File: src/rtl/toggle_rx_if.sv
// toggle_rx_if: toggle-link receiver signal bundle.
// The master drives the link and controls; the slave returns events and status.
interface toggle_rx_if #(
    parameter int CNT_W = 8
);
    logic             t_in;
    logic             en;
    logic             cnt_clr;
    logic             pulse;
    logic             level;
    logic [CNT_W-1:0] count;
    logic             ovf;
    logic             timeout;
    logic [2:0]       state;

    modport master (
        output t_in, en, cnt_clr,
        input  pulse, level, count, ovf, timeout, state
    );

    modport slave (
        input  t_in, en, cnt_clr,
        output pulse, level, count, ovf, timeout, state
    );
endinterface

File: src/rtl/toggle_rx.sv
// toggle_rx: T-FF toggle link receiver. Synchronizes t_in, emits one pulse
// per transition, counts events and flags a stalled sender.
module toggle_rx #(
    parameter int CNT_W   = 8,
    parameter int TIMEOUT = 16
) (
    input logic        clk,
    input logic        clr,
    toggle_rx_if.slave bus
);
    typedef enum logic [2:0] {
        INIT  = 3'd0,
        IDLE  = 3'd1,
        ARM   = 3'd2,
        RUN   = 3'd3,
        STALL = 3'd4
    } state_e;

    localparam logic [7:0] TLIM = 8'(TIMEOUT - 1);

    state_e           st;
    state_e           st_nxt;
    logic [2:0]       sync;
    logic [7:0]       timer;
    logic [7:0]       timer_nxt;
    logic             pulse_q;
    logic [CNT_W-1:0] cnt_q;
    logic             ovf_q;
    logic             to_q;
    logic             edge_raw;
    logic             active;
    logic             inc;
    logic             fire;

    assign edge_raw = sync[1] ^ sync[2];
    assign inc      = edge_raw & bus.en & active;

    always_ff @(posedge clk or negedge clr) begin
        if (!clr) st <= INIT;
        else      st <= st_nxt;
    end

    always_comb begin
        st_nxt = st;
        unique case (st)
            INIT:  if (timer == 8'd2) st_nxt = bus.en ? ARM : IDLE;
            IDLE:  if (bus.en) st_nxt = ARM;
            ARM: begin
                if (!bus.en)       st_nxt = IDLE;
                else if (edge_raw) st_nxt = RUN;
            end
            RUN: begin
                if (!bus.en)                         st_nxt = IDLE;
                else if (!edge_raw && timer == TLIM) st_nxt = STALL;
            end
            STALL: begin
                if (!bus.en)       st_nxt = IDLE;
                else if (edge_raw) st_nxt = RUN;
            end
            default: st_nxt = INIT;
        endcase
    end

    // The timer doubles as the INIT fill counter; it is frozen in STALL.
    always_comb begin
        active    = 1'b0;
        fire      = 1'b0;
        timer_nxt = '0;
        unique case (st)
            INIT:  timer_nxt = (timer == 8'd2) ? 8'd0 : timer + 8'd1;
            ARM:   active = 1'b1;
            RUN: begin
                active    = 1'b1;
                fire      = bus.en & ~edge_raw & (timer == TLIM);
                timer_nxt = (edge_raw | ~bus.en) ? 8'd0 : timer + 8'd1;
            end
            STALL: begin
                active    = 1'b1;
                timer_nxt = (edge_raw | ~bus.en) ? 8'd0 : timer;
            end
            default: ;
        endcase
    end

    always_ff @(posedge clk or negedge clr) begin
        if (!clr) begin
            sync    <= '0;
            timer   <= '0;
            pulse_q <= 1'b0;
            cnt_q   <= '0;
            ovf_q   <= 1'b0;
            to_q    <= 1'b0;
        end else begin
            sync    <= {sync[1:0], bus.t_in};
            timer   <= timer_nxt;
            pulse_q <= inc;
            if (bus.cnt_clr) begin
                cnt_q <= inc ? CNT_W'(1) : '0;
                ovf_q <= 1'b0;
            end else if (inc) begin
                cnt_q <= cnt_q + CNT_W'(1);
                if (&cnt_q) ovf_q <= 1'b1;
            end
            if (fire)             to_q <= 1'b1;
            else if (bus.cnt_clr) to_q <= 1'b0;
        end
    end

    assign bus.pulse   = pulse_q;
    assign bus.level   = sync[2];
    assign bus.count   = cnt_q;
    assign bus.ovf     = ovf_q;
    assign bus.timeout = to_q;
    assign bus.state   = st;
endmodule

File: src/flat_wrapper.sv
// flat-port wrapper written by rule: the top's interface ports become plain ports
module toggle_rx_flat 
#(
    parameter int CNT_W   = 8,
    parameter int TIMEOUT = 16
)
  (clk, clr, bus_t_in, bus_en, bus_cnt_clr, bus_pulse, bus_level, bus_count, bus_ovf, bus_timeout, bus_state);
  toggle_rx_if #(.CNT_W(CNT_W)) bus_i ();
  input logic clk;
  input logic clr;
  input wire logic [$bits(bus_i.t_in)-1:0] bus_t_in;
  input wire logic [$bits(bus_i.en)-1:0] bus_en;
  input wire logic [$bits(bus_i.cnt_clr)-1:0] bus_cnt_clr;
  output wire logic [$bits(bus_i.pulse)-1:0] bus_pulse;
  output wire logic [$bits(bus_i.level)-1:0] bus_level;
  output wire logic [$bits(bus_i.count)-1:0] bus_count;
  output wire logic [$bits(bus_i.ovf)-1:0] bus_ovf;
  output wire logic [$bits(bus_i.timeout)-1:0] bus_timeout;
  output wire logic [$bits(bus_i.state)-1:0] bus_state;
  assign bus_i.t_in = bus_t_in;
  assign bus_i.en = bus_en;
  assign bus_i.cnt_clr = bus_cnt_clr;
  assign bus_pulse = bus_i.pulse;
  assign bus_level = bus_i.level;
  assign bus_count = bus_i.count;
  assign bus_ovf = bus_i.ovf;
  assign bus_timeout = bus_i.timeout;
  assign bus_state = bus_i.state;
  toggle_rx #(.CNT_W(CNT_W), .TIMEOUT(TIMEOUT)) u_core (.clk(clk), .clr(clr), .bus(bus_i));
endmodule
File: config.mk
export PLATFORM = sky130hd
export DESIGN_NAME = toggle_rx_flat
export DESIGN_NICKNAME = d
export VERILOG_FILES = /design/src/rtl/toggle_rx_if.sv /design/src/rtl/toggle_rx.sv /design/src/flat_wrapper.sv
export SDC_FILE = /design/constraint.sdc
export NUM_CORES = 1
export LEC_CHECK = 0
export CORE_ASPECT_RATIO = 0.8
export CORE_UTILIZATION = 43
export CTS_CLUSTER_DIAMETER = 40
export DETAILED_ROUTE_END_ITERATION = 12
export PLACE_DENSITY = 0.63
export SLEW_MARGIN = 15
export SYNTH_ARGS = -nofsm -noshare
export SYNTH_HDL_FRONTEND = slang
export SYNTH_SLANG_ARGS = --single-unit
File: constraint.sdc
create_clock -name clk -period 6 [get_ports clk]
set_clock_uncertainty 0.15 [all_clocks]
set_input_delay 0.6 -clock clk [delete_from_list [all_inputs] [get_ports clk]]
set_output_delay 0.6 -clock clk [all_outputs]
set_load 0.005 [all_outputs]
==> flow_metrics.py <==
metrics = {
    "logic_synthesis": {
        "synth_area_leaders": "dfrtp_1, nor2_1, xnor2_1, o21ai_0, ha_1",
        "yosysWarnings": 0,
        "synth.largest_area_cell": "dfrtp_1",
        "yosys-top-cells-count": "dfrtp_1, nor2_1, o21ai_0, inv_1, nand2_1",
        "synth_enable_flop_cells": 0,
        "avgSynthCellArea_um2": 10.3,
        "synth-seq-area-share_pct": 48.0,
        "synthCells": 126,
        "synthArstFlopShare_pct": 100,
        "ys_seq_elements": 25,
        "synth_ff_type": "dfrtp_1",
        "netlist_area_um2": 1300,
        "yosysUniqueCellTypes": 43,
        "yosys.area.top_type_share_pct": 48.0,
        "synth_nets": 134,
        "synth.most_common_cell": "dfrtp_1",
    },
    "floorplanning": {
        "io_pins": 20,
        "die_x_um": 63.5,
        "core_um2": 2810,
        "die_area_um2": 3250,
        "rows": 17,
        "die_h_um": 51.2,
        "initial_core_util_pct": 46.4,
    },
    "route": {
        "wl_per_cell_um": 14.8,
        "drc_errors": 0,
        "via_count": 1027,
        "postRouteAntennaNets": 0,
        "drtPass1Iterations": 4,
        "vias_per_cell": 5.58,
        "drt_iter0_markers": 83,
        "wl_um": 2730,
    },
    "cts": {
        "cts_resized": 0,
        "htreeDepth": 1,
        "cts_sinks": 25,
        "root_buffer": "clkbuf_8",
        "cts_buffers": 3,
        "postCtsSetupBuffers": 0,
        "clockBufferDepth": 2,
        "holdBufCountCts": 0,
        "cts.clk_slew.worst_paths_ns": 0.09,
        "clk_latency_ns": 0.27,
        "cts_tree": "yes",
    },
    "timing": {
        "drv_slew": 0,
        "hold_viol": 0,
        "final.setup.tns_ns": 0,
        "period_share_pct": 36.6,
        "worst_slew_pin_slew_ns": 0.668,
        "rsz0062_at_grt": "false",
        "max_freq_mhz": 455,
        "final-setup-viol-count": 0,
        "period_needed_ns": 2.20,
        "relSlewSlack_pct": 55.1,
        "whs_ns": 0.151,
        "worst_slack_ns": 3.80,
    },
    "hold_path": {
        "hp-class": "input port to async pin",
    },
    "grt": {
        "grt_pass1_wl_um": 4870,
        "overflow": 0,
        "grt_usage_pct": 19.8,
        "grt_max_degree": 26,
        "antenna_found_initial": 0,
        "grt_pass1_vias": 1008,
    },
    "pwr": {
        "peakVddDrop_uv": 154,
        "power_density_nw_per_um2": 268,
        "p_leak_uw": 0.000610,
    },
    "setup_path": {
        "required_ns": 6.02,
        "path_class": "register to register",
        "reg2reg_slack_ns": 3.80,
        "crit_fanout": 9,
        "worstPathArrival_ns": 2.22,
        "cp-start-kind": "register",
        "worstSetupEndpointType": "register",
    },
    "status": {
        "status": "finished clean",
    },
    "final_layout": {
        "ff_latch_area_um2": 626,
        "multi_input_area_um2": 631,
        "area_delta_synth_final_pct": 19.8,
        "nFillCells": 281,
        "n_antenna_cell": 0,
        "drive_gt1_share_pct": 6.16,
        "fin_area_um2": 1560,
        "nets": 155,
    },
    "flow_run": {
        "drv_cap": 0,
    },
    "place": {
        "gp_congestion": 0.843,
        "dp_hpwl_um": 1970,
        "placed_area_um2": 1520,
        "dp_slack_ns": 3.50,
        "port_buffers": 19,
    },
}
==> metal layers <==
layer / share of wire (%) / GRT usage [%] / routed length (um) / up-vias
li1: - / - / - / 516
met1: 51 / 28.2 / 1380 / 481
met2: 44 / 30.5 / 1210 / 26
met3: 4.1 / 4.02 / 113 / 4
met4: 0.84 / 5.68 / 23 / 0
met5: 0 / 0 / 0 / -
==> metrics by stage <==
stage | util, % | power, uW | cells
global placement | 54.1 | 317 | 180
floorplan | - | 277 | 126
finish | 55.6 | 418 | 184
global route | 55.6 | 447 | 184
detailed placement | 54.1 | 320 | 180
CTS | 55.7 | 422 | 184
==> registers in the layout, summed over array words and instances (netlist names) <==
| signal | count |
|---|---|
| u_core.bus.count | 8 |
| u_core.bus.timeout | 1 |
| u_core.timer | 8 |
| u_core.bus.pulse | 1 |
| u_core.bus.ovf | 1 |
| u_core.sync | 3 |
| u_core.bus.state | 3 |
==> critical path, stage by stage, from the launching register on <==
cell,delay [ns]
dfrtp_1,0.47
or3b_1,0.55
a211oi_1,0.55
o221ai_1,0.25
o31ai_1,0.12
==> cell usage in the layout (no fill, tap or decap), types with 2 or more instances in the layout <==
cell type / n
xnor2_1: 5
and3_1: 5
o221ai_1: 4
a211oi_1: 2
inv_1: 7
ha_1: 3
a211oi_2: 2
o31ai_1: 4
a31oi_1: 3
dfrtp_1: 25
nor3_1: 2
o21ai_0: 8
nor2_1: 12
nand4_1: 2
nand2b_1: 2
nand3_1: 5
clkdlybuf4s50_1: 18
clkbuf_8: 3
nand2_1: 6
or3_1: 2
xor2_1: 2
o21bai_1: 2
==> logic make-up after synthesis <==
| logic type | Yosys count | synth area share [%] |
|---|---|---|
| and+or+nand+nor | 43 | 17.8 |
| AOI/OAI and AO/OA | 37 | 22.3 |
| DFF | 25 | 48.0 |
| buffers and inverters | 10 | 3.55 |
| xor gates and xnor gates | 7 | 4.71 |
| adders and majority gates | 3 | 2.88 |
| muxes | 1 | 0.769 |
==> final cells by class <==
type / instances / area share (%)
well taps: 38 / 3.05
multi-input cells: 91 / 40.4
repair buffers: 19 / 11.9
flip-flops and latches: 25 / 40.1
clock buffers: 4 / 2.89
inverters: 7 / 1.68
==> report_power, final <==
group	internal (uW)	total (uW)	switching, uW
clock	47.5	99.1	51.6
sequential	185	212	26.1
combinational	45.6	107	61.7
==> worst paths after layout <==
check	start	to	cells after the start
max	u_core.bus.state[0]	u_core.timer[6]	4
min	clr	u_core.bus.count[7]	1
max reg2reg	u_core.bus.state[0]	u_core.timer[6]	4
min reg2reg	u_core.sync[0]	u_core.sync[1]	0
max in group asynchronous	clr	u_core.sync[1]	1
min in group clk	u_core.sync[0]	u_core.sync[1]	0
(Power assumes the default switching activity.)
